File: src/rtl/freq_counter_core.sv
// Edge counter over a programmable gate window, shown as two decimal digits on a
// multiplexed active-high 7-segment display. Define LEADING_ZERO_BLANK_EN to blank a zero tens digit.
`timescale 1ns/1ps
module freq_counter_core #(
  parameter logic [11:0] DEFAULT_PERIOD = 12'd1000,
  parameter int          MUX_BITS       = 1
) (
  input  logic        clk,
  input  logic        reset,
  input  logic        signal,
  input  logic        debug_mode,
  input  logic        period_load,
  input  logic [11:0] period,
  output logic [6:0]  segments,
  output logic        digit
);

  logic              r_sync1, r_sync2, r_sync3;
  logic [11:0]       r_period;
  logic [11:0]       r_win;
  logic [6:0]        r_edges;
  logic [6:0]        r_latched;
  logic [MUX_BITS:0] r_mux;

  logic       w_edge;
  logic       w_win_end;
  logic [7:0] w_sum;
  logic [6:0] w_edges_next;
  logic [6:0] w_latch_next;
  logic [7:0] w_split;
  logic [3:0] w_tens;
  logic [3:0] w_units;
  logic [6:0] w_tens_glyph;
  logic [6:0] w_units_glyph;
  logic       w_mux_digit;

  function automatic logic [6:0] f_glyph(input logic [3:0] d);
    case (d)
      4'd0:    f_glyph = 7'h3F;
      4'd1:    f_glyph = 7'h06;
      4'd2:    f_glyph = 7'h5B;
      4'd3:    f_glyph = 7'h4F;
      4'd4:    f_glyph = 7'h66;
      4'd5:    f_glyph = 7'h6D;
      4'd6:    f_glyph = 7'h7D;
      4'd7:    f_glyph = 7'h07;
      4'd8:    f_glyph = 7'h7F;
      4'd9:    f_glyph = 7'h6F;
      default: f_glyph = 7'h00;
    endcase
  endfunction

  // Repeated subtraction is enough: the latched value never exceeds 99.
  function automatic logic [7:0] f_split(input logic [6:0] v);
    logic [6:0] rem;
    logic [3:0] tens;
    rem  = v;
    tens = 4'd0;
    for (int i = 0; i < 9; i++) begin
      if (rem >= 7'd10) begin
        rem  = rem - 7'd10;
        tens = tens + 4'd1;
      end
    end
    return {tens, rem[3:0]};
  endfunction

  assign w_edge       = r_sync2 & ~r_sync3;
  assign w_win_end    = (r_win == r_period - 12'd1);
  assign w_sum        = {1'b0, r_edges} + {7'd0, w_edge};
  assign w_edges_next = (w_sum > 8'd127) ? 7'd127 : w_sum[6:0];
  assign w_latch_next = (w_sum > 8'd99) ? 7'd99 : w_sum[6:0];

  always_ff @(posedge clk) begin
    if (reset) begin
      r_sync1 <= 1'b0;
      r_sync2 <= 1'b0;
      r_sync3 <= 1'b0;
    end else begin
      r_sync1 <= signal;
      r_sync2 <= r_sync1;
      r_sync3 <= r_sync2;
    end
  end

  // A load restarts the window and throws the partial count away; the display keeps its value.
  always_ff @(posedge clk) begin
    if (reset) begin
      r_period  <= DEFAULT_PERIOD;
      r_win     <= 12'd0;
      r_edges   <= 7'd0;
      r_latched <= 7'd0;
    end else if (period_load) begin
      r_period <= (period == 12'd0) ? 12'd1 : period;
      r_win    <= 12'd0;
      r_edges  <= 7'd0;
    end else if (w_win_end) begin
      r_latched <= w_latch_next;
      r_edges   <= 7'd0;
      r_win     <= 12'd0;
    end else begin
      r_win   <= r_win + 12'd1;
      r_edges <= w_edges_next;
    end
  end

  always_ff @(posedge clk) begin
    if (reset) begin
      r_mux <= '0;
    end else begin
      r_mux <= r_mux + 1'b1;
    end
  end

  assign w_split       = f_split(r_latched);
  assign w_tens        = w_split[7:4];
  assign w_units       = w_split[3:0];
  assign w_units_glyph = f_glyph(w_units);
  assign w_mux_digit   = r_mux[MUX_BITS];

`ifdef LEADING_ZERO_BLANK_EN
  assign w_tens_glyph = (w_tens == 4'd0) ? 7'h00 : f_glyph(w_tens);
`else
  assign w_tens_glyph = f_glyph(w_tens);
`endif

  always_comb begin
    segments = w_units_glyph;
    digit    = w_mux_digit;
    if (debug_mode) begin
      segments = r_edges;
      digit    = r_sync2;
    end else if (w_mux_digit) begin
      segments = w_tens_glyph;
    end
  end

endmodule

File: config.mk
export PLATFORM = sky130hd
export DESIGN_NAME = freq_counter_core
export DESIGN_NICKNAME = d
export VERILOG_FILES = /design/src/rtl/freq_counter_core.sv
export SDC_FILE = /design/constraint.sdc
export NUM_CORES = 1
export LEC_CHECK = 0
export BUFFER_PORTS_ARGS = -buffer_cell sky130_fd_sc_hd__buf_4
export CORE_ASPECT_RATIO = 1.4
export CORE_MARGIN = 4
export CORE_UTILIZATION = 63
export CTS_CLUSTER_SIZE = 28
export DETAILED_ROUTE_END_ITERATION = 8
export GPL_TIMING_DRIVEN = 1
export PLACE_DENSITY_LB_ADDON = 0.12
export SLEW_MARGIN = 20
export SYNTH_ARGS = -nofsm -noshare
export SYNTH_HDL_FRONTEND = slang
export SYNTH_SLANG_ARGS = --single-unit
File: constraint.sdc
create_clock -name clk -period 8.9 [get_ports clk]
set_clock_uncertainty 0.15 [all_clocks]
set_input_delay 0.445 -clock clk [delete_from_list [all_inputs] [get_ports clk]]
set_output_delay 0.445 -clock clk [all_outputs]
set_load 0.005 [all_outputs]
==> out/qor.txt, run 1 <==
peak supply drop: 0.1710 mV
synthesized cell area: 4588 sq um
Synth Flop Type: dfxtp_1
Die Ht: 109.0 microns
mux cell area share after synthesis: 5.263%
outcome: complete, no violations
Synth Area per Inst: 7.660 sq um
ys async rst share: 0%
final hold vios: 0
Req. time, crit path: 8.31 ns
worst-margin pin slew: 0.7729 ns
global route total overflow: 0
Non-Filler Instances: 698
Worst-path clk slew: 0.08 ns
Root Driver: clkbuf_8
reg2reg setup slack: 5.52 ns
Total Nets Final: 642
Distinct cells, synth: 85
Placed Instances: 690
Vias: 4460
largest family of logic cells by synthesized area: compound AO/OA/AOI/OAI gates
Synth Area in Simple Gates: 26.51%
post-CTS setup buffers: 0
M1 GR Usage: 28.45%
CTS tree: built
setup_tns: 0 ns
Post-Syn Instances: 599
ANT nets after route: 0
worst reg2reg path endpoint: r_latched[2]
Critical R2R Launch: r_period[2]
WP data arrival: 7.72 ns
clock buffer count from CTS: 5
DRT iter0 DRCs: 229
Via density: 6.390
max frequency: 120.3 MHz
pin count of the biggest net entering global routing: 26
vias in the first global route: 4224
sequential share of the synthesized area: 18.76%
total core area: 7027 sq um
Fillers: 636
CP startpoint kind: flip-flop
CP Capture Type: output port
initial core utilization: 65.30%
I/O Buffers: 24
max_slew headroom: 48.48%
Hold Crit Depth: 2
H-tree depth: 2
GPL Wtd Cong: 0.9355
Worst Path Max Fanout: 10
commonest non-fill, non-tap cell in the layout: nor2_1
top-level port count: 25
period utilisation layout: 93.40%
RSZ-0062 raised after global routing: false
Adder-Cell Fraction of Synth Area: 6.272%
Leakage: 1.858 nW
GR Util met3: 3.058%
MaxCap Viol Count: 0
Max Slew Vio Count: 0
PD cells: 76.63 nW/um^2
share of layout cells above drive strength 1: 12.11%
Crit Path Class: reg -> out
met2 Use GR: 50.47%
GRT Overall Usage: 26.73%
drt total wl: 11500 microns
DR WL/cell: 16.47 microns
clk buf depth: 2
Synth Area in XOR/XNOR: 10.04%
first-pass GRT wire length: 19010 microns
highest-count cells in the layout ignoring fill and taps: nor2_1, nand2_1, dfxtp_1
Pre-antenna DRT Iters: 6
Synth-to-Final Area Change: 4.990%
half-perimeter wire length after placement: 8993 microns
Synth warnings: 0
Yosys reg bits: 43
Rows: 36
Die Area: 8732 sq um
hold crit path type: in -> reg
Clock Latency Late Sink: 0.30 ns
post-route DRC violation count: 0
Setup Viol. Count Final: 0
WHS Endpoint: r_sync1
ant diodes: 0
Synthesized Nets: 639
DIE WIDTH: 80.13 microns
Final min period: 8.312 ns
busiest grt layer: met2
initial antenna violation count: 0
R2R depth: 11
Hold Crit Start: signal
Synth Area in Compound Gates: 27.13%
EDFF count, synth: 0
CTS sink count: 43
## per-stage QoR
stage	total power, mW	worst slack (ns)	utilization (%)	cell area [sq um]	hold slack [ns]
detailed placement	0.2522	0.6541	67.17	4720	0.2778
floorplan	0.2347	1.412	-	4588	0.2627
global route	0.3864	0.02214	68.55	4817	0.2016
global placement	0.2507	1.050	67.17	4720	0.2665
CTS	0.3716	0.3345	68.38	4805	0.2045
finish	0.3691	0.5876	68.55	4817	0.2023
## kinds of logic after synthesis
group,after synthesis
fa+ha+maj,23
flops,43
xor+xnor,50
mux,23
buf+inv,56
compound gates,161
simple gates,243
## report_power, final
group	leakage, nW	internal (mW)	total (mW)	switching [mW]
clock	0.0412	0.0548	0.121	0.0666
combinational	1.47	0.0227	0.0427	0.0200
sequential	0.351	0.198	0.205	0.00726
total	1.86	0.275	0.369	0.0938
## registers in the layout, indices dropped and copies added, names as in the netlist
signal / flops
r_win: 12
r_sync1: 1
r_latched: 7
r_sync2: 1
r_period: 12
r_mux: 2
r_sync3: 1
r_edges: 7
## metal layers
| metal | vias up | wire [microns] |
|---|---|---|
| met5 | - | 0 |
| met4 | 0 | 563 |
| met3 | 45 | 403 |
| met2 | 154 | 6109 |
| met1 | 2064 | 4421 |
| li1 | 2197 | - |
## critical path: stages, from the launching register on
cell      delay, ns
dfxtp_1        0.55
inv_1          0.12
ha_1           0.21
nor2b_1        0.14
o21ai_1        0.37
nand2_1        0.25
inv_1          0.20
o31ai_1        0.14
a32o_1         0.42
nor4_1         0.60
o21ai_0        0.23
a32o_2         0.35
or3_1          0.53
xnor2_1        0.30
inv_1          0.14
ha_1           0.32
nor2_1         0.10
nor2_1         0.07
ha_1           0.28
mux2_2         0.29
ha_1           0.29
mux2i_2        0.34
inv_1          0.15
ha_1           0.21
or2_2          0.29
a21o_1         0.18
a221oi_2       0.21
buf_4          0.14
## synthesized netlist by cell type (3+ instances only)
master / count / area (sq um)
a211o_1: 9 / 78.83
a211oi_1: 12 / 90.09
a21o_1: 3 / 22.52
a21oi_1: 25 / 125.1
a21oi_2: 3 / 26.28
a221oi_1: 3 / 26.28
a31oi_1: 5 / 31.28
a32o_1: 3 / 30.03
and2_1: 11 / 68.82
and3_1: 11 / 68.82
buf_2: 5 / 25.02
buf_6: 7 / 78.83
clkbuf_1: 15 / 56.30
dfxtp_1: 43 / 860.8
ha_1: 23 / 287.8
inv_1: 26 / 97.59
mux2_2: 4 / 45.04
mux2i_1: 17 / 170.2
nand2_1: 42 / 157.7
nand2b_1: 4 / 25.02
nand3_1: 29 / 145.1
nand4_1: 4 / 25.02
nor2_1: 74 / 277.8
nor2b_1: 14 / 87.58
nor3_1: 14 / 70.07
nor3b_1: 3 / 22.52
nor4_1: 6 / 37.54
nor4b_1: 3 / 26.28
o211ai_1: 9 / 67.56
o21a_1: 6 / 45.04
o21ai_0: 21 / 105.1
o21ai_1: 5 / 25.02
o221a_2: 3 / 33.78
o22ai_1: 6 / 37.54
o31a_1: 3 / 26.28
o31ai_1: 5 / 37.54
or2_1: 6 / 37.54
or2_2: 5 / 31.28
or3_1: 4 / 25.02
or4_1: 5 / 37.54
xnor2_1: 34 / 297.8
xor2_1: 13 / 113.9
## repair_timing
item	CTS	global route
endpoints found under the setup margin	0	5
endpoints found under the hold margin	0	0
hold buffers	0	0
gates resized for setup	0	3
## area by class of cell
cell class / count / area (sq um) / area share [%]
sequential: 43 / 862.1 / 17.90
multi-input combinational: 500 / 3462 / 71.87
timing repair buffer: 25 / 187.7 / 3.896
clock inverter: 2 / 12.51 / 0.2597
tap: 95 / 118.9 / 2.468
clock buffer: 6 / 72.57 / 1.506
inverter: 27 / 101.3 / 2.104
## how the worst max path moves through the flow
stage / startpoint / slack [ns] / to / cells after the start
2_1_floorplan: r_latched[1] / 1.41 / segments[5] / 28
3_3_place_gp: r_latched[1] / 1.05 / segments[5] / 26
3_5_place_dp: r_latched[1] / 0.65 / segments[5] / 26
4_1_cts: r_latched[1] / 0.33 / segments[5] / 26
5_1_grt: r_latched[2] / 0.02 / segments[5] / 27
6_report: r_latched[2] / 0.59 / segments[5] / 27
No activity file was read; power rests on OpenSTA's default activity.
==> run 2: changes to the inputs <==
- GPL_TIMING_DRIVEN: 1 -> 0
- MAX_ROUTING_LAYER: not set -> met4
- PLACE_DENSITY: not set -> 0.82
- PLACE_DENSITY_LB_ADDON: 0.12 -> not set
==> run 2 against run 1 <==
Compared with the run above: worst hold slack gained 0.0093 ns; highest routed layer unchanged; cell count is 4.0% higher; largest cell class unchanged; non-clock buffer count rose by 28; combinational power rose by 6.1%; worst setup slack got worse by 0.10 ns; final area increased by 4.4%; wire length up 3.2%; sequential share of layout area down 0.75 points.
==> out/qor.txt, run 2 (synthesized netlist as in run 1, its figures left out) <==
Vias: 4576
Post-CTS Hold Fix Bufs: 0
H-tree depth: 2
GPL Wtd Cong: 0.9339
DP Worst Slack: 0.3811 ns
Req. time, crit path: 8.31 ns
setup_tns: 0 ns
highest-count cells in the layout ignoring fill and taps: nor2_1, nand2_1, dfxtp_1
post-route worst setup slack: 0.4856 ns
Worst Path Max Fanout: 10
share of layout cells above drive strength 1: 14.26%
Max Slew Vio Count: 0
Critical-path top delay cell: or4_1
post-route DRC violation count: 0
period utilisation layout: 94.54%
ant diodes: 0
DRT iter0 DRCs: 315
CP dominant cell by count: ha_1
initial core utilization: 65.30%
MaxCap Viol Count: 0
Crit Path Class: reg -> out
CTS tree: built
PD cells: 79.75 nW/um^2
first-pass GRT wire length: 19800 microns
DIE WIDTH: 80.13 microns
final hold vios: 0
dpl cell area: 4880 sq um
CP startpoint kind: flip-flop
WP data arrival: 7.82 ns
R2R depth: 11
clk buf depth: 2
peak supply drop: 0.1472 mV
Via density: 6.303
commonest non-fill, non-tap cell in the layout: nor2_1
top-level port count: 25
DR WL/cell: 16.34 microns
drt total wl: 11870 microns
worst-margin pin slew: 0.7499 ns
Root Driver: clkbuf_8
Clock Latency Late Sink: 0.30 ns
reg2reg setup slack: 5.48 ns
Final Util: 71.56%
outcome: complete, no violations
Synth-to-Final Area Change: 9.599%
Leakage: 1.979 nW
hold crit path type: in -> reg
RSZ-0062 raised after global routing: false
CTS sink count: 43
pin count of the biggest net entering global routing: 15
max incr delay on CP: 0.44 ns
Final Instance Area: 5029 sq um
Hold Crit Depth: 2
Rows: 36
max frequency: 118.8 MHz
max_slew headroom: 50.00%
Setup Viol. Count Final: 0
CP Capture Type: output port
Total Nets Final: 670
Worst-path clk slew: 0.08 ns
total core area: 7027 sq um
Die Area: 8732 sq um
I/O Buffers: 23
half-perimeter wire length after placement: 9230 microns
ANT nets after route: 0
Die Ht: 109.0 microns
Fillers: 626
GRT Overall Usage: 28.76%
initial antenna violation count: 0
biggest regs: r_period x12, r_win x12
vias in the first global route: 4360
Final min period: 8.414 ns
Pre-antenna DRT Iters: 5
global route total overflow: 0
clock buffer count from CTS: 5
run 2: cell types whose count changed in the layout (fill, tap and decap cells not counted), sizes merged:
cell / previous run / this run
clkbuf: 6 / 20
clkinvlp: 1 / 0
buf: 25 / 38
clkinv: 1 / 2
bufinv: 0 / 1
run 2: critical path, delay by kind of cell (launching register included):
kind,cells,cell delay [ns]
AOI/OAI and AO/OA,7,1.68
and+or+nand+nor,6,1.57
adders and majority gates,5,1.34
buffers and inverters,8,1.32
xor gates and xnor gates,2,0.63
muxes,2,0.54
DFF,1,0.41
run 2: final cells by class:
type                    count  area (sq um)  area share (%)
multi-input cells         500          3477           69.15
flip-flops and latches     43         862.1           17.14
repair buffers             24         180.2           3.583
plain buffers              29         176.4           3.508
well taps                  95         118.9           2.364
inverters                  27         101.3           2.015
clock buffers               5         68.82           1.369
clock inverters             3         43.79          0.8709
run 2: where the power goes:
group	internal, mW	total (mW)	switching [mW]
logic	0.0232	0.0453	0.0221
clock network	0.0835	0.152	0.0682
registers	0.198	0.204	0.00624
run 2: worst paths after layout:
kind                start      endpoint
max reg2reg   r_period[2]  r_latched[4]
min             period[8]   r_period[8]
max          r_latched[1]   segments[5]
min reg2reg      r_mux[0]      r_mux[0]
run 2: per-layer routing:
layer | vias to the layer above | wire length [microns] | share of wire [%] | GRT usage (%)
li1 | 2269 | - | - | -
met1 | 2120 | 4606 | 39 | 30.27
met2 | 149 | 6434 | 54 | 54.03
met3 | 38 | 377 | 3.2 | 1.983
met4 | 0 | 446 | 3.8 | 12.80
met5 | - | 0 | 0 | -
run 2: per-stage QoR:
step	instances	hold slack, ns	total power [mW]
finish	726	0.2116	0.4010
global route	726	0.2189	0.4168
CTS	725	0.2057	0.4041
detailed placement	717	0.2805	0.2533
global placement	717	0.2695	0.2515
floorplan	599	0.2627	0.2347
run 2: timing repair:
| item | 4_1_cts | 5_1_grt |
|---|---|---|
| gates resized for setup | 0 | 8 |
| buffers inserted | 0 | 1 |
| setup endpoints to repair | 0 | 7 |
